==> config.mk <==
export PLATFORM = sky130hd
export DESIGN_NAME = pipelined_control_unit
export DESIGN_NICKNAME = d
export VERILOG_FILES = /design/src/rtl/pipelined_control_unit.sv
export SDC_FILE = /design/constraint.sdc
export NUM_CORES = 1
export LEC_CHECK = 0
export ABC_AREA = 1
export BUFFER_PORTS_ARGS = -buffer_cell sky130_fd_sc_hd__buf_2
export CAP_MARGIN = 5
export CORE_MARGIN = 4
export CORE_UTILIZATION = 40
export DETAILED_ROUTE_END_ITERATION = 7
export PLACE_DENSITY = 0.73
export SYNTH_ARGS = -nofsm -noshare
export SYNTH_HDL_FRONTEND = slang
export SYNTH_SLANG_ARGS = --single-unit
==> constraint.sdc <==
create_clock -name clk -period 2.1 [get_ports clk]
set_input_delay 0.315 -clock clk [delete_from_list [all_inputs] [get_ports clk]]
set_output_delay 0.315 -clock clk [all_outputs]
set_load 0.05 [all_outputs]
==> src/rtl/pipelined_control_unit.sv <==
// Registered ID-stage decoder: RV32I control bundle held in the ID/EX register,
// with load-use bubbles and optional RV32M decode/occupancy (define RV32M_EN).
module pipelined_control_unit #(
    parameter int LOAD_USE_BUBBLES = 1,
    parameter int MUL_LATENCY      = 2,
    parameter int DIV_LATENCY      = 16
) (
    input  logic        clk,
    input  logic        rst_n,
    input  logic        flush,
    input  logic        in_valid,
    output logic        in_ready,
    input  logic [31:0] instr,
    output logic        out_valid,
    input  logic        ex_ready,
    output logic [3:0]  ALUControl,
    output logic        ALUSrc,
    output logic        MemWrite,
    output logic        RegWrite,
    output logic        Branch,
    output logic        Jump,
    output logic        memUnsigned,
    output logic [1:0]  ResultSrc,
    output logic [2:0]  ImmSrc,
    output logic [1:0]  memSize,
    output logic [2:0]  branchType,
    output logic [4:0]  rd,
    output logic [4:0]  rs1,
    output logic [4:0]  rs2,
    output logic        mdu_op,
    output logic [2:0]  mdu_funct,
    output logic        illegal
);
    localparam int LAT_MAX  = (DIV_LATENCY > MUL_LATENCY) ? DIV_LATENCY : MUL_LATENCY;
    localparam int WAIT_MAX = (LAT_MAX > LOAD_USE_BUBBLES) ? LAT_MAX : LOAD_USE_BUBBLES;
    localparam int CNT_W    = $clog2(WAIT_MAX + 1);

    typedef enum logic [1:0] {RUN, LU_BUBBLE, MDU_WAIT} state_t;

    typedef enum logic [3:0] {
        ALU_ADD = 4'd0, ALU_SUB, ALU_AND, ALU_OR, ALU_XOR, ALU_SLT,
        ALU_SLTU, ALU_SLL, ALU_SRL, ALU_SRA, ALU_PASSB
    } alu_op_t;

    typedef struct packed {
        logic [3:0] alu_control;
        logic       alu_src;
        logic       mem_write;
        logic       reg_write;
        logic       branch;
        logic       jump;
        logic       mem_unsigned;
        logic [1:0] result_src;
        logic [2:0] imm_src;
        logic [1:0] mem_size;
        logic [2:0] branch_type;
        logic [4:0] rd;
        logic [4:0] rs1;
        logic [4:0] rs2;
        logic       mdu_op;
        logic [2:0] mdu_funct;
        logic       illegal;
        logic       is_load;
    } bundle_t;

    function automatic alu_op_t alu_sel(input logic [2:0] f3, input logic alt);
        case (f3)
            3'b000:  return alt ? ALU_SUB : ALU_ADD;
            3'b001:  return ALU_SLL;
            3'b010:  return ALU_SLT;
            3'b011:  return ALU_SLTU;
            3'b100:  return ALU_XOR;
            3'b101:  return alt ? ALU_SRA : ALU_SRL;
            3'b110:  return ALU_OR;
            default: return ALU_AND;
        endcase
    endfunction

    state_t              state_q, state_d;
    logic [CNT_W-1:0]    cnt_q, cnt_d;
    logic                out_valid_q, out_valid_d;
    bundle_t             bundle_q, bundle_d, dec;
    logic [6:0]          opcode, funct7;
    logic [2:0]          funct3;
    logic                lu_hazard, mdu_block;

    assign opcode = instr[6:0];
    assign funct3 = instr[14:12];
    assign funct7 = instr[31:25];

    always_comb begin
        dec          = '0;
        dec.mem_size = 2'b10;
        dec.rd       = instr[11:7];
        dec.rs1      = instr[19:15];
        case (opcode)
            7'b0110011: begin
                dec.rs2 = instr[24:20];
                if (funct7 == 7'b0000001) begin
`ifdef RV32M_EN
                    dec.mdu_op    = 1'b1;
                    dec.mdu_funct = funct3;
                    dec.reg_write = 1'b1;
`else
                    dec.illegal   = 1'b1;
`endif
                end else if (funct7 == 7'b0 ||
                             (funct7 == 7'b0100000 && (funct3 == 3'b000 || funct3 == 3'b101))) begin
                    dec.reg_write   = 1'b1;
                    dec.alu_control = alu_sel(funct3, funct7[5]);
                end else begin
                    dec.illegal = 1'b1;
                end
            end
            7'b0010011: begin
                dec.alu_src = 1'b1;
                if ((funct3 == 3'b001 && funct7 != 7'b0) ||
                    (funct3 == 3'b101 && funct7 != 7'b0 && funct7 != 7'b0100000)) begin
                    dec.illegal = 1'b1;
                end else begin
                    dec.reg_write   = 1'b1;
                    dec.alu_control = alu_sel(funct3, (funct3 == 3'b101) && funct7[5]);
                end
            end
            7'b0000011: begin
                dec.alu_src      = 1'b1;
                dec.result_src   = 2'b01;
                dec.mem_size     = funct3[1:0];
                dec.mem_unsigned = funct3[2];
                dec.reg_write    = 1'b1;
                dec.is_load      = 1'b1;
                dec.illegal      = (funct3[1:0] == 2'b11) || (funct3 == 3'b110);
            end
            7'b0100011: begin
                dec.rs2       = instr[24:20];
                dec.rd        = '0;
                dec.alu_src   = 1'b1;
                dec.imm_src   = 3'b001;
                dec.mem_size  = funct3[1:0];
                dec.mem_write = 1'b1;
                dec.illegal   = funct3[2] || (funct3[1:0] == 2'b11);
            end
            7'b1100011: begin
                dec.rs2         = instr[24:20];
                dec.rd          = '0;
                dec.imm_src     = 3'b010;
                dec.alu_control = ALU_SUB;
                dec.branch_type = funct3;
                dec.branch      = 1'b1;
                dec.illegal     = (funct3[2:1] == 2'b01);
            end
            7'b0110111: begin
                dec.rs1         = '0;
                dec.alu_src     = 1'b1;
                dec.imm_src     = 3'b011;
                dec.alu_control = ALU_PASSB;
                dec.reg_write   = 1'b1;
            end
            7'b0010111: begin
                dec.rs1       = '0;
                dec.alu_src   = 1'b1;
                dec.imm_src   = 3'b100;
                dec.reg_write = 1'b1;
            end
            7'b1101111: begin
                dec.rs1        = '0;
                dec.imm_src    = 3'b100;
                dec.result_src = 2'b10;
                dec.reg_write  = 1'b1;
                dec.jump       = 1'b1;
            end
            7'b1100111: begin
                dec.alu_src    = 1'b1;
                dec.result_src = 2'b10;
                dec.reg_write  = 1'b1;
                dec.jump       = 1'b1;
                dec.illegal    = (funct3 != 3'b000);
            end
            default: dec.illegal = 1'b1;
        endcase
        // Illegal bundles still flow to EX but must have no architectural side effects.
        if (dec.illegal) begin
            dec.reg_write = 1'b0;
            dec.mem_write = 1'b0;
            dec.branch    = 1'b0;
            dec.jump      = 1'b0;
            dec.is_load   = 1'b0;
        end
    end

    assign lu_hazard = (LOAD_USE_BUBBLES > 0) && in_valid && out_valid_q && bundle_q.is_load &&
                       (bundle_q.rd != '0) && ((dec.rs1 == bundle_q.rd) || (dec.rs2 == bundle_q.rd));
    assign mdu_block = out_valid_q && bundle_q.mdu_op &&
                       (bundle_q.mdu_funct[2] ? (DIV_LATENCY > 1) : (MUL_LATENCY > 1));

    // Wait states load N-1 (bubbles) / LAT-2 (MDU); the count==0 cycle already accepts.
    always_comb begin
        state_d     = state_q;
        cnt_d       = cnt_q;
        out_valid_d = out_valid_q;
        bundle_d    = bundle_q;
        in_ready    = 1'b0;
        case (state_q)
            RUN: begin
                in_ready = (!out_valid_q || ex_ready) && !lu_hazard && !mdu_block;
                if (in_valid && in_ready) begin
                    bundle_d    = dec;
                    out_valid_d = 1'b1;
                end else if (out_valid_q && ex_ready) begin
                    out_valid_d = 1'b0;
                    if (lu_hazard) begin
                        state_d = LU_BUBBLE;
                        cnt_d   = CNT_W'(LOAD_USE_BUBBLES - 1);
                    end else if (mdu_block) begin
                        state_d = MDU_WAIT;
                        cnt_d   = bundle_q.mdu_funct[2] ? CNT_W'(DIV_LATENCY - 2)
                                                        : CNT_W'(MUL_LATENCY - 2);
                    end
                end
            end
            LU_BUBBLE, MDU_WAIT: begin
                if (cnt_q == '0) begin
                    in_ready = 1'b1;
                    state_d  = RUN;
                    if (in_valid) begin
                        bundle_d    = dec;
                        out_valid_d = 1'b1;
                    end
                end else begin
                    cnt_d = cnt_q - 1'b1;
                end
            end
            default: state_d = RUN;
        endcase
        if (flush) begin
            in_ready    = 1'b1;
            out_valid_d = 1'b0;
            bundle_d    = bundle_q;
            state_d     = RUN;
            cnt_d       = '0;
        end
    end

    always_ff @(posedge clk or negedge rst_n) begin
        if (!rst_n) begin
            state_q           <= RUN;
            cnt_q             <= '0;
            out_valid_q       <= 1'b0;
            bundle_q          <= '0;
            bundle_q.mem_size <= 2'b10;
        end else begin
            state_q     <= state_d;
            cnt_q       <= cnt_d;
            out_valid_q <= out_valid_d;
            bundle_q    <= bundle_d;
        end
    end

    assign out_valid   = out_valid_q;
    assign ALUControl  = bundle_q.alu_control;
    assign ALUSrc      = bundle_q.alu_src;
    assign MemWrite    = bundle_q.mem_write;
    assign RegWrite    = bundle_q.reg_write;
    assign Branch      = bundle_q.branch;
    assign Jump        = bundle_q.jump;
    assign memUnsigned = bundle_q.mem_unsigned;
    assign ResultSrc   = bundle_q.result_src;
    assign ImmSrc      = bundle_q.imm_src;
    assign memSize     = bundle_q.mem_size;
    assign branchType  = bundle_q.branch_type;
    assign rd          = bundle_q.rd;
    assign rs1         = bundle_q.rs1;
    assign rs2         = bundle_q.rs2;
    assign mdu_op      = bundle_q.mdu_op;
    assign mdu_funct   = bundle_q.mdu_funct;
    assign illegal     = bundle_q.illegal;
endmodule

== After elaboration in Yosys (flattened, before gate mapping) ==
Index checks and enable logic that the tools add are counted.
Storage, ports and cells
  register bits: 49
  logic and storage cells: 164
  input bits: 37
  output and inout port bits: 42
Cells by class
  reduce and logical (&&, ||, !) cells: 46
  $add $sub $neg: 1
  mux-type cells: 61
  eq/ne operators: 34
  bitwise logic cells: 1
Operators by type and width (count)
  41-bit 2-to-1 mux: 3
  41-bit one-hot mux with 2 select lines: 1
  4-bit one-hot mux with 7 select lines: 2
  5-bit 2-to-1 mux: 9
  7-bit by 6-bit == test with 1-bit output, second input constant: 4
  1-bit 2-to-1 mux: 24
  7-bit == test, second input constant: 3
  4-bit 2-to-1 mux: 5
  4-bit one-hot mux with 4 select lines: 1
  3-bit inequality test, second input constant: 5
  7-bit by 5-bit == test with 1-bit output, second input constant: 2
  1-bit logical AND: 14
  2-bit 2-to-1 mux: 7
  3-bit one-hot mux with 4 select lines: 1
  5-bit == test: 2
  5-bit one-hot mux with 2 select lines: 1
  5-bit AND reduction: 2
  2-bit OR reduction: 5
  3-bit == test, second input constant: 3
  4-bit inequality test, second input constant: 2
  2-bit one-hot mux with 2 select lines: 2
  4-bit AND reduction: 2
  7-bit by 1-bit == test with 1-bit output, second input constant: 1
  7-bit by 2-bit == test with 1-bit output, second input constant: 1
  other kinds (25): 41

== Logic depth before layout (Yosys ltp) ==
Gate-level depths: netlist of run 1.
  depth in word-level cells: 13
  mapped depth: 19
  depth with buffers taken out: 18

== Worst setup path before layout of run 1 ==
OpenSTA, ideal clock, no wires.
  path kind: in2out
  start point: input port instr[6]
  end point: output port in_ready
  slack: -444 ps
  arrival time: 2229 ps
  stages: 14
  path buffers: 1
  cells stage by stage: buf_6 > inv_1 > nand3_1 > a21oi_4 > nand2_2 > xor2_1 > nor2_1 > nand3_1 > nand2_2 > nand2_4 > nand3_1 > o21ai_0 > inv_1 > o21bai_1
Between the ends
  longest elaborated chain between the ends: 11
  elaborated cells between the ends (all ways): 19
Ends and longest elaborated chain
  start: declaration: RTL line 13  | input logic [31:0] instr,
  7-bit == test (tied with other cells): RTL line 96  | case (opcode)
  3-bit OR reduction (no line)
  5-bit 2-to-1 mux: RTL line 96
  5-bit == test: RTL line 192  | (bundle_q.rd != '0) && ((dec.rs1 == bundle_q.rd) || (dec.rs2 == bundle_q.rd));
  1-bit logical OR *: RTL line 192
  1-bit logical AND *: RTL line 192
  1-bit logical NOT *: RTL line 205  | in_ready = (!out_valid_q || ex_ready) && !lu_hazard && !mdu_block;
  1-bit logical AND * (2 in a row): RTL line 205
  1-bit one-hot mux with 2 select lines *: RTL line 203  | case (state_q)
  1-bit 2-to-1 mux *: RTL line 235  | if (flush) begin
  end: declaration: RTL line 12  | output logic in_ready,
Every way passes the cells marked *; elsewhere a longest branch is shown, timed or not.

== Worst setup path in the final report of run 1 ==
  start point: input port instr[2]
  end point: output port in_ready
Same word-level chain as after synthesis.

==> results of run 1 <==
==> synth_stat cells (all sizes together) <==
| cell | number |
|---|---|
| a2111oi | 1 |
| a21oi | 10 |
| a22o | 1 |
| a31oi | 2 |
| buf | 41 |
| conb | 1 |
| dfrtp | 44 |
| dfstp | 1 |
| ha | 4 |
| inv | 40 |
| nand2 | 115 |
| nand3 | 25 |
| nand4 | 12 |
| nor2 | 42 |
| nor3 | 7 |
| nor4 | 2 |
| nor4b | 1 |
| o2111ai | 3 |
| o211ai | 1 |
| o21a | 1 |
| o21ai | 42 |
| o21bai | 1 |
| or2 | 2 |
| xnor2 | 2 |
| xor2 | 4 |
==> cell usage in the layout (no fill, tap or decap), drive strengths merged, types with 10 or more instances in the layout <==
cell type / count
inv: 40
o21ai: 42
a21oi: 10
nor2: 42
nand3: 25
buf: 138
dfrtp: 44
clkbuf: 10
nand2: 116
nand4: 12
==> report_power, final <==
part / switching (mW) / internal [mW]
Clock: 0.287 / 0.388
Combinational: 1.57 / 0.884
Sequential: 0.158 / 1.06
Total: 2.02 / 2.33
==> sequential cells by signal (all words and copies together), names as in the netlist, 2 cells and up <==
name and count:
rd 5, memSize 2, ALUControl 4, ResultSrc 2, cnt_q 5, state_q 2
rs1 5, ImmSrc 3, rs2 5, branchType 3
==> per-layer routing <==
layer,GRT usage,vias to the layer above
met2,0.313,106
met4,0.0626,0
met1,0.222,1465
met3,0.0216,16
met5,0,-
li1,-,1509
==> worst reg2reg max path, cell delays in order (launching register included) <==
cell                        delay [ns]
sky130_fd_sc_hd__dfrtp_1          0.37
sky130_fd_sc_hd__inv_1            0.07
sky130_fd_sc_hd__ha_1             0.36
sky130_fd_sc_hd__inv_1            0.14
sky130_fd_sc_hd__nor2_1           0.09
sky130_fd_sc_hd__a2111oi_4        0.19
sky130_fd_sc_hd__buf_4            0.23
sky130_fd_sc_hd__nand2_8          0.10
sky130_fd_sc_hd__buf_12           0.16
sky130_fd_sc_hd__nand2_1          0.07
sky130_fd_sc_hd__o21ai_2          0.05
==> final timing paths <==
path / to / slack [ns] / depth (start not counted) / startpoint
hold / removal: ALUControl[2] / 0.01 / 2 / rst_n
max in group asynchronous: memSize[1] / 1.83 / 2 / rst_n
setup / recovery: in_ready / -0.14 / 15 / instr[2]
hold reg to reg: memSize[1] / 0.48 / 2 / memSize[1]
min in group clk: rd[0] / 0.28 / 3 / instr[7]
setup reg to reg: ALUSrc / 0.16 / 10 / state_q[0]
==> repair_timing <==
item	CTS	global route
pin swaps	21	18
cloned	0	6
endpoints found under the setup margin	1	38
resized for setup	47	12
buffers inserted	20	4
==> cells by family after synthesis <==
kind of cell               count (synthesis)  synth area share
xor gates and xnor gates                   6            0.0167
adders and majority gates                  4            0.0159
and+or+nand+nor                          206             0.300
other                                      1           0.00119
DFF                                       45             0.358
buffers and inverters                     81             0.160
AOI/OAI and AO/OA                         62             0.148
==> stage by stage <==
step	TNS (ns)	utilization	cell area [sq um]	worst slack, ns
CTS	-0.173	0.533	4100	-0.143
global placement	-3.65	0.477	3660	-0.204
global route	-0.692	0.555	4270	-0.213
finish	-0.246	0.555	4270	-0.137
floorplan	-0.0302	-	3170	-0.0302
detailed placement	-8.20	0.477	3660	-0.292
==> final cells by class <==
type                       count  area (sq um)  area share
multi-input combinational    283          1680       0.393
sequential                    45          1130       0.264
timing repair buffer         141          1060       0.249
inverter                      40           155      0.0364
tap                          102           128      0.0299
clock buffer                   7          86.3      0.0202
clock inverter                 1          30.0     0.00704
==> impl_summary.txt, run 1 <==
----------------------------------------------------
[Run status]
  Status ... finished with violations
  Violated checks ... setup timing

[Pwr]
  Cell leakage power ... 2.22 nW
  Post-layout power ... 4.35 mW
  Power density over cell area ... 1020 mW/mm^2
  Maximum ir drop on the vdd rail ... 379 uV

[Synthesis]
  Synth Warn # ... 0
  Syn avg cell area ... 7.78 sq um
  Distinct cells, synth ... 38
  Synth Instances ... 405
  Number of storage elements in the synthesis netlist ... 45
  Synth area leader ... sky130_fd_sc_hd__dfrtp_1
  Area contributors post-synth ... sky130_fd_sc_hd__dfrtp_1, sky130_fd_sc_hd__nand2_1, sky130_fd_sc_hd__buf_4
  Sequential fraction of the synthesis area ... 0.358
  Netlist area before placement ... 0.00315 sq mm
  Share of the synthesized area in the top cell type ... 0.349

[Clock network]
  Max Root-Sink Buffers ... 2
  Skew-Pair Late Insertion Delay ... 0.29 ns
  CTS clk-pin slew, worst paths ... 0.08 ns
  Total clock buffers created by CTS ... 5
  TritonCTS clock tree ... done
  Root Driver ... sky130_fd_sc_hd__clkbuf_8
  Number of sinks driven by the clock tree ... 45
  H-Tree Depth ... 2
  Number of hold buffers added after cts ... 0

[Placement]
  Gp weighted congestion ... 0.925
  HPWL after detailed placement ... 6300 microns
  PortBufs ... 74
  Cell count after placement ... 581

[Setup path]
  Cell Chain, Critical Path ... buf_8, nor2_4, nand2_4, a21oi_4, nand2_2, xor2_1, nor2_1, nand3_1, nand2_2, nand2_4, nand3_2, o21ai_2, inv_2, o21bai_4, buf_8
  Worst-path fanout max ... 6
  Critical Path Sink Type ... output port
  Type of the worst setup path ... in -> out
  CP peak stage delay ... 0.26 ns
  Nature of the critical path startpoint ... primary input
  Arrival time of the worst setup path ... 1.92 ns
  Required time of the critical path ... 1.78 ns
  Count of buffering cells on the critical path with inverters included ... 3
  Cell family with most CP delay ... simple AND/OR/NAND/NOR gates
  CP max-delay cell ... sky130_fd_sc_hd__a21oi_4

[Floorplanning]
  Die Y ... 96.8 microns
  Number of primary I/O pins ... 79
  Initial cell density of the core ... 0.410
  Core region area ... 0.00769 sq mm
  Total die area ... 0.00936 sq mm
  Number of cell rows ... 32
  DIE WIDTH ... 96.8 microns

[Global routing]
  Overall fraction of global-route tracks in use ... 0.177
  Via count of the first global-routing pass ... 3020
  Initial antenna violation count ... 0
  Congestion Overflow GR ... 0
  Global-route wire length before repair ... 13900 microns
  Largest net degree at the start of global routing ... 46

[STA]
  PnR worst setup slack ... -0.137 ns
  Fin crit share ... 1.07
  Fin Hold WS ... 0.0123 ns
  Final setup violation count ... 2
  Achievable clock frequency ... 447 MHz
  Count of final max-slew check failures ... 0
  Worst-case clock skew ... 0.00674 ns
  Crit path time final ... 2.24 ns
  Final Hold Violating Endpoints ... 0
  Setup repair after global routing missed its margin ... yes

[Drt]
  Routed wire length ... 8760 microns
  Vias ... 3096
  Average detailed-routed wire length per instance ... 14.2 microns
  Routed length on met3 ... 393 microns
  Via-per-instance ratio ... 5.00
  First-pass iteration count of the detailed router ... 6
  Number of design rule violations left after detail routing ... 0
  DRT met1 WL ... 3680 microns
  Drt initial violations ... 245
  Post-DRT Antenna Nets ... 0
  Uppermost layer routed ... met4
  Met2 wire len ... 4480 microns

[Finish]
  Relative area change from synthesis to final layout ... 35.5%
  Number of nets in the layout ... 557
  Number of fill cells in the layout ... 716
  Final Instance Count excl. Fillers ... 619
  Total inserted antenna cells ... 0
  Share of layout cells above drive strength 1 ... 0.437

[Worst hold path]
  Classification of the worst-slack hold path ... in -> async

[Run]
  Count of max-cap constraint violations ... 0

----------------------------------------------------
Note: power is estimated with default switching activity, not from simulation.
==> inputs of run 2 (changes only) <==
--- a/config.mk
+++ b/config.mk
@@ -5,7 +5,7 @@
 export SDC_FILE = /design/constraint.sdc
 export NUM_CORES = 1
 export LEC_CHECK = 0
-export ABC_AREA = 1
+export ABC_AREA = 0
 export BUFFER_PORTS_ARGS = -buffer_cell sky130_fd_sc_hd__buf_2
 export CAP_MARGIN = 5
 export CORE_MARGIN = 4
==> run 2 against run 1 <==
Against the previous run:
- non-clock buffer count shrank 9
- the run still ends with setup timing left
- critical path type is now reg -> out
- critical endpoint unchanged
- wire length shrank 5.4%
- first-iteration DRC count shrank 70%
- flip-flop and latch count is the same
- largest power group unchanged
- worst hold slack gained 0.087 ns
- maximum frequency shrank 9.0%
- combinational power is essentially flat
- sequential power shrank 3%
- setup slack lost 0.22 ns
- die area shrank 0.95%
==> impl_summary.txt, run 2 <==
----------------------------------------------------
[Run status]
  Status ... finished with violations
  Violated checks ... setup timing

[Clock network]
  Root Driver ... sky130_fd_sc_hd__clkbuf_8
  Number of hold buffers added after cts ... 0 (unchanged)
  Skew-Pair Late Insertion Delay ... 0.30 ns (about the same)
  H-Tree Depth ... 2 (unchanged)
  CTS clk-pin slew, worst paths ... 0.09 ns (about the same)
  TritonCTS clock tree ... done
  Total clock buffers created by CTS ... 5 (unchanged)
  Max Root-Sink Buffers ... 2 (unchanged)
  Number of sinks driven by the clock tree ... 45 (unchanged)

[Synthesis]
  Netlist area before placement ... 0.00312 sq mm (-1.0%)
  Number of storage elements in the synthesis netlist ... 45 (unchanged)
  Distinct cells, synth ... 61 (+61%)
  Most repeated cell in the gate-level netlist after synthesis ... sky130_fd_sc_hd__dfrtp_1
  Synth area leader ... sky130_fd_sc_hd__dfrtp_1
  Area contributors post-synth ... sky130_fd_sc_hd__dfrtp_1, sky130_fd_sc_hd__mux2i_1, sky130_fd_sc_hd__buf_4
  Top post-synthesis cells by count ... sky130_fd_sc_hd__dfrtp_1, sky130_fd_sc_hd__inv_1, sky130_fd_sc_hd__nand2_1, sky130_fd_sc_hd__buf_4, sky130_fd_sc_hd__mux2i_1
  Sequential fraction of the synthesis area ... 0.362 (+0.00373)
  Count of flip-flops with a built-in enable after synthesis ... 0 (unchanged)
  Syn avg cell area ... 8.93 sq um (+15%)
  Ys flop type ... sky130_fd_sc_hd__dfrtp_1
  Synth Warn # ... 0 (unchanged)
  Proportion of register bits with asynchronous set or reset after synthesis ... 1.00 (unchanged)
  Share of the synthesized area in the top cell type ... 0.353 (+0.00365)
  Synth Instances ... 349 (-14%)

[Placement]
  HPWL after detailed placement ... 6190 microns (-1.8%)
  Gp weighted congestion ... 0.867 (-6.2%)
  PortBufs ... 74 (unchanged)
  Place WS ... -0.458 ns (-0.166 ns)

[STA]
  Setup repair after global routing missed its margin ... yes
  Worst Tran Pin Value ... 0.810 ns
  Final setup violation count ... 42 (+40)
  Count of final max-slew check failures ... 0 (unchanged)
  Final Hold Violating Endpoints ... 0 (unchanged)
  Crit path time final ... 2.46 ns (+0.222 ns)
  Headroom to the max-slew limit ... 0.460
  Fin crit share ... 1.17 (+0.106)
  Worst-case clock skew ... 0.00821 ns (+0.00146 ns)
  Summed negative setup slack over all endpoints ... -10.87 ns (-10.62 ns)
  Fin Hold WS ... 0.0995 ns (+0.0873 ns)
  PnR worst setup slack ... -0.359 ns (-0.222 ns)
  Achievable clock frequency ... 407 MHz (-9.0%)

[Setup path]
  Critical register-to-register path endpoint ... ImmSrc[0]
  Required time of the critical path ... 1.78 ns (about the same)
  Arrival time of the worst setup path ... 2.14 ns (+0.22 ns)
  Type of the worst setup path ... reg -> out
  Worst-path fanout max ... 6 (unchanged)
  Nature of the critical path startpoint ... register
  Critical Path Sink Type ... output port
  Launch instance of the worst register-to-register path ... rd[0]
  Worst reg2reg setup slack ... -0.32 ns (-0.48 ns)
  Cells on worst reg2reg path ... 9 (-1)

[Pwr]
  Cell leakage power ... 2.03 nW (-8.6%)
  Post-layout power ... 4.14 mW (-4.9%)
  Maximum ir drop on the vdd rail ... 299 uV (-21%)
  Power density over cell area ... 1030 mW/mm^2 (+1.0%)

[Floorplanning]
  Die Y ... 96.3 microns (-0.48%)
  Number of cell rows ... 31 (-3.1%)
  Total die area ... 0.00927 sq mm (-0.95%)
  Number of primary I/O pins ... 79 (unchanged)
  Core region area ... 0.00741 sq mm (-3.6%)
  DIE WIDTH ... 96.3 microns (-0.48%)
  Initial cell density of the core ... 0.421 (+0.0110)

[Drt]
  Routed wire length ... 8280 microns (-5.4%)
  Average detailed-routed wire length per instance ... 15.3 microns (+7.8%)
  Number of design rule violations left after detail routing ... 0 (unchanged)
  Vias ... 2782 (-10%)
  Drt initial violations ... 73 (-70%)
  First-pass iteration count of the detailed router ... 4 (-2)
  Via-per-instance ratio ... 5.12 (+2.4%)
  Post-DRT Antenna Nets ... 0 (unchanged)

[Finish]
  Total inserted antenna cells ... 0 (unchanged)
  Final core occ ... 0.542 (-0.0127)
  Most frequent standard cell in the layout excluding fill and tap cells ... sky130_fd_sc_hd__buf_2
  Number of nets in the layout ... 484 (-13%)
  Footprint of the flip-flops and latches ... 0.00113 sq mm (+0.11%)
  Commonest cells after routing, fill and taps aside ... sky130_fd_sc_hd__buf_2, sky130_fd_sc_hd__buf_4, sky130_fd_sc_hd__dfrtp_1, sky130_fd_sc_hd__inv_1, sky130_fd_sc_hd__nand2_1
  Total area of multi-input combinational cells ... 0.00162 sq mm (-3.4%)
  Number of fill cells in the layout ... 686 (-4.2%)
  Share of layout cells above drive strength 1 ... 0.390 (-0.0475)
  Relative area change from synthesis to final layout ... 28.9%

[Global routing]
  Congestion Overflow GR ... 0 (unchanged)
  Global-route wire length before repair ... 12500 microns (-11%)
  Overall fraction of global-route tracks in use ... 0.175 (-0.00232)
  Via count of the first global-routing pass ... 2638 (-13%)
  Largest net degree at the start of global routing ... 36 (-22%)
  Initial antenna violation count ... 0 (unchanged)

[Worst hold path]
  Classification of the worst-slack hold path ... in -> async

[Run]
  Count of max-cap constraint violations ... 0 (unchanged)

----------------------------------------------------
-- run 2: cell families after synthesis --
family	after synthesis	synth area share
other	1	0.00120
flip-flops	45	0.362
XOR/XNOR	5	0.0140
AND/OR/NAND/NOR	113	0.188
multiplexers	40	0.137
buffers and inverters	85	0.151
adder cells (fa/ha/maj)	4	0.0161
AO/OA/AOI/OAI	56	0.131
-- run 2: area by class of cell --
type	count	area share
clock inverters	2	0.00249
repair buffers	132	0.229
clock buffers	6	0.0181
multi-input cells	222	0.404
well taps	99	0.0308
inverters	37	0.0346
flip-flops and latches	45	0.281
-- run 2: how the worst max path moves through the flow --
stage,depth (start not counted),slack (ns),start,end
finish,9,-0.36,rd[4],in_ready
global route,8,-0.46,rd[0],in_ready
CTS,8,-0.33,rd[0],in_ready
detailed placement,9,-0.46,instr[3],ALUSrc
global placement,9,-0.43,instr[6],ImmSrc[0]
floorplan,10,-0.30,instr[4],ALUControl[3]
-- run 2: worst max-delay path, cell delays in order, from the launching register on --
cell	delay [ns]
sky130_fd_sc_hd__dfrtp_1	0.42
sky130_fd_sc_hd__buf_6	0.14
sky130_fd_sc_hd__and2_1	0.13
sky130_fd_sc_hd__a31oi_1	0.18
sky130_fd_sc_hd__o22a_1	0.21
sky130_fd_sc_hd__nor3_2	0.07
sky130_fd_sc_hd__a221oi_2	0.23
sky130_fd_sc_hd__a21oi_1	0.12
sky130_fd_sc_hd__o21bai_2	0.17
sky130_fd_sc_hd__buf_6	0.18
-- run 2: power by group --
part           internal, mW  switching (mW)  total (mW)
registers              1.04           0.140        1.18
clock network         0.231           0.294       0.525
logic                  1.05            1.39        2.44
total                  2.31            1.82        4.14
-- run 2: timing repair --
| item | in CTS | in global routing |
|---|---|---|
| setup buffers | 4 | 0 |
| pin swaps | 6 | 7 |
| gates resized for setup | 10 | 11 |
| gates cloned | 1 | 1 |
| setup endpoints to repair | 45 | 45 |
-- run 2: per-layer routing --
metal	vias up	global-route usage	routed length, microns
li1	1346	-	-
met1	1325	0.221	3660
met2	94	0.306	4020
met3	17	0.0195	417
met4	0	0.0607	192
met5	-	0	0
-- run 2: stage by stage --
step,instances,instance area (sq um)
after global placement,529,3750
after floorplan,352,3180
final,543,4020
after global routing,543,4020
after detailed placement,529,3750
after CTS,542,3930
==> inputs of run 3 (changes only) <==
--- a/config.mk
+++ b/config.mk
@@ -11,7 +11,9 @@
 export CORE_MARGIN = 4
 export CORE_UTILIZATION = 40
 export DETAILED_ROUTE_END_ITERATION = 7
+export MAX_ROUTING_LAYER = met4
 export PLACE_DENSITY = 0.73
+export SKIP_CTS_REPAIR_TIMING = 1
 export SYNTH_ARGS = -nofsm -noshare
 export SYNTH_HDL_FRONTEND = slang
 export SYNTH_SLANG_ARGS = --single-unit
==> run 3 against run 2 <==
Against the previous run:
- the flow still finishes with violations (setup timing)
- combinational power shrank 8%
- flip-flop and latch count did not move
- setup slack worse by 0.033 ns
- die area unchanged
- critical path depth stayed put
- maximum frequency decreased by 1.3%
- via count down 1.9%
- clock power up 0.8%
- clock-buffer cell count did not move
- first-iteration DRC count increased by 42%
- cell count down 0.37%
- non-clock buffer count fell by 2
- largest power group unchanged
==> impl_summary.txt, run 3 (same netlist as run 2, synthesis figures left out) <==
----------------------------------------------------
[Global routing]
  Via count of the first global-routing pass ... 2580 (-2.2%)
  Congestion Overflow GR ... 0 (unchanged)
  Global-route wire length before repair ... 12100 microns (-2.7%)
  Overall fraction of global-route tracks in use ... 0.174 (-0.000616)
  Largest net degree at the start of global routing ... 36 (unchanged)
  Initial antenna violation count ... 0 (unchanged)

[Run status]
  Violated checks ... setup timing
  Status ... finished with violations

[Finish]
  Number of fill cells in the layout ... 695 (+1.3%)
  Relative area change from synthesis to final layout ... 25.6%
  Number of nets in the layout ... 482 (-0.41%)
  Most frequent standard cell in the layout excluding fill and tap cells ... sky130_fd_sc_hd__buf_2
  Total inserted antenna cells ... 0 (unchanged)
  Commonest cells after routing, fill and taps aside ... sky130_fd_sc_hd__buf_2, sky130_fd_sc_hd__buf_4, sky130_fd_sc_hd__dfrtp_1, sky130_fd_sc_hd__inv_1, sky130_fd_sc_hd__nand2_1
  Share of layout cells above drive strength 1 ... 0.371 (-0.0186)
  Final core occ ... 0.528 (-0.0140)

[Floorplanning]
  Number of primary I/O pins ... 79 (unchanged)
  Initial cell density of the core ... 0.421 (unchanged)
  Die Y ... 96.3 microns (unchanged)
  Number of cell rows ... 31 (unchanged)
  Total die area ... 0.00927 sq mm (unchanged)
  Core region area ... 0.00741 sq mm (unchanged)
  DIE WIDTH ... 96.3 microns (unchanged)

[Setup path]
  Worst-path fanout max ... 6 (unchanged)
  CP peak stage delay ... 0.41 ns (about the same)
  Cell Chain, Critical Path ... buf_4, and2_1, a31oi_1, o22a_1, nor3_2, a221oi_2, a21oi_1, o21bai_2, buf_6
  Type of the worst setup path ... reg -> out
  Required time of the critical path ... 1.78 ns (about the same)
  Critical path launch point ... rd[4]
  Worst Setup EP ... in_ready
  Arrival time of the worst setup path ... 2.18 ns (+0.04 ns)
  Cells on worst reg2reg path ... 9 (unchanged)
  Critical Path Sink Type ... output port
  Critical register-to-register path endpoint ... ImmSrc[0]
  Worst reg2reg setup slack ... -0.33 ns (about the same)
  Launch instance of the worst register-to-register path ... rd[0]
  CP max-delay cell ... sky130_fd_sc_hd__dfrtp_1
  Nature of the critical path startpoint ... register

[Pwr]
  Power density over cell area ... 1010 mW/mm^2 (-2.1%)
  Register share of total power ... 0.296 (+0.012)
  Clk pwr share ... 0.134 (+0.007)
  Sw Share ... 0.438 (-0.00307)
  Design internal power ... 2.22 mW (-4.1%)
  Portion of total power attributed to combinational logic ... 0.570 (-0.019)
  Cell leakage power ... 1.99 nW (-1.7%)
  Maximum ir drop on the vdd rail ... 324 uV (+8.2%)
  Net load switching power ... 1.73 mW (-5.2%)

[Drt]
  Drt initial violations ... 104 (+42%)
  Vias ... 2730 (-1.9%)
  First-pass iteration count of the detailed router ... 4 (unchanged)
  Via-per-instance ratio ... 5.05 (-1.5%)
  Number of design rule violations left after detail routing ... 0 (unchanged)
  Post-DRT Antenna Nets ... 0 (unchanged)
  Average detailed-routed wire length per instance ... 14.8 microns (-2.9%)
  Routed wire length ... 8020 microns (-3.2%)

[STA]
  Headroom to the max-slew limit ... 0.465 (+0.00459)
  Achievable clock frequency ... 401 MHz (-1.3%)
  Crit path time final ... 2.49 ns (+0.0329 ns)
  Setup repair after global routing missed its margin ... yes
  Worst-case clock skew ... 0.00748 ns (-0.000732 ns)
  Worst Tran Pin Value ... 0.803 ns (-0.00689 ns)
  PnR worst setup slack ... -0.392 ns (-0.0329 ns)
  Count of final max-slew check failures ... 0 (unchanged)
  Fin crit share ... 1.19 (+0.0157)
  Final Hold Violating Endpoints ... 0 (unchanged)
  Final setup violation count ... 45 (+7.1%)
  Fin Hold WS ... 0.0956 ns (-0.00398 ns)

[Clock network]
  Total clock buffers created by CTS ... 5 (unchanged)
  CTS clk-pin slew, worst paths ... 0.08 ns (about the same)
  Skew-Pair Late Insertion Delay ... 0.30 ns (about the same)
  Number of sinks driven by the clock tree ... 45 (unchanged)
  H-Tree Depth ... 2 (unchanged)
  Max Root-Sink Buffers ... 2 (unchanged)
  Root Driver ... sky130_fd_sc_hd__clkbuf_8
  TritonCTS clock tree ... done

[Placement]
  HPWL after detailed placement ... 6190 microns (unchanged)
  Gp weighted congestion ... 0.881 (+1.6%)
  PortBufs ... 74 (unchanged)

[Worst hold path]
  Classification of the worst-slack hold path ... in -> async

[Run]
  Count of max-cap constraint violations ... 0 (unchanged)

----------------------------------------------------
run 3: layer usage:
| metal | GRT usage | share of wire |
|---|---|---|
| met1 | 0.220 | 0.44 |
| met2 | 0.290 | 0.49 |
| met3 | 0.0164 | 0.052 |
| met4 | 0.0631 | 0.017 |
| met5 | - | 0 |
run 3: how the worst min path moves through the flow:
stage	startpoint	endpoint	slack, ns	depth (start not counted)
5_1_grt	rst_n	cnt_q[0]	0.16	1
6_report	rst_n	ImmSrc[0]	0.1	1
3_3_place_gp	rst_n	ALUControl[1]	0.44	1
2_1_floorplan	rst_n	ALUControl[0]	0.02	0
3_5_place_dp	rst_n	ImmSrc[0]	0.44	1
4_1_cts	rst_n	RegWrite	0.12	1
run 3: power by group through the flow:
stage          logic, mW  clock network, mW  registers [mW]
2_1_floorplan       1.53                  0            1.24
3_5_place_dp        2.15                  0            1.18
6_report            2.25              0.529            1.17
3_3_place_gp        2.10                  0            1.17
5_1_grt             2.41              0.578            1.19
4_1_cts             2.16              0.538            1.17
run 3: cell type report:
cell class / instances / area, sq um / area share
clock inverter: 2 / 10.0 / 0.00256
multi-input combinational: 222 / 1560 / 0.399
clock buffer: 6 / 72.6 / 0.0185
tap: 99 / 124 / 0.0316
timing repair buffer: 130 / 880 / 0.225
sequential: 45 / 1130 / 0.288
inverter: 37 / 139 / 0.0355
run 3: per-stage QoR:
step | std cells | cell area [sq um] | total power [mW] | setup WS (ns) | setup TNS, ns
after floorplan | 352 | 3180 | 2.77 | -0.305 | -7.47
after global placement | 529 | 3750 | 3.28 | -0.427 | -16.93
after detailed placement | 529 | 3750 | 3.33 | -0.458 | -18.97
after CTS | 537 | 3830 | 3.86 | -0.532 | -12.24
after global routing | 541 | 3920 | 4.18 | -0.487 | -16.38
final | 541 | 3920 | 3.95 | -0.392 | -11.87
run 3: worst max-delay path, delay by kind of cell, from the launching register on:
| kind | cells | cell delay [ns] |
|---|---|---|
| buffers and inverters | 2 | 0.35 |
| and+or+nand+nor | 2 | 0.20 |
| DFF | 1 | 0.41 |
| AOI/OAI and AO/OA | 5 | 0.91 |
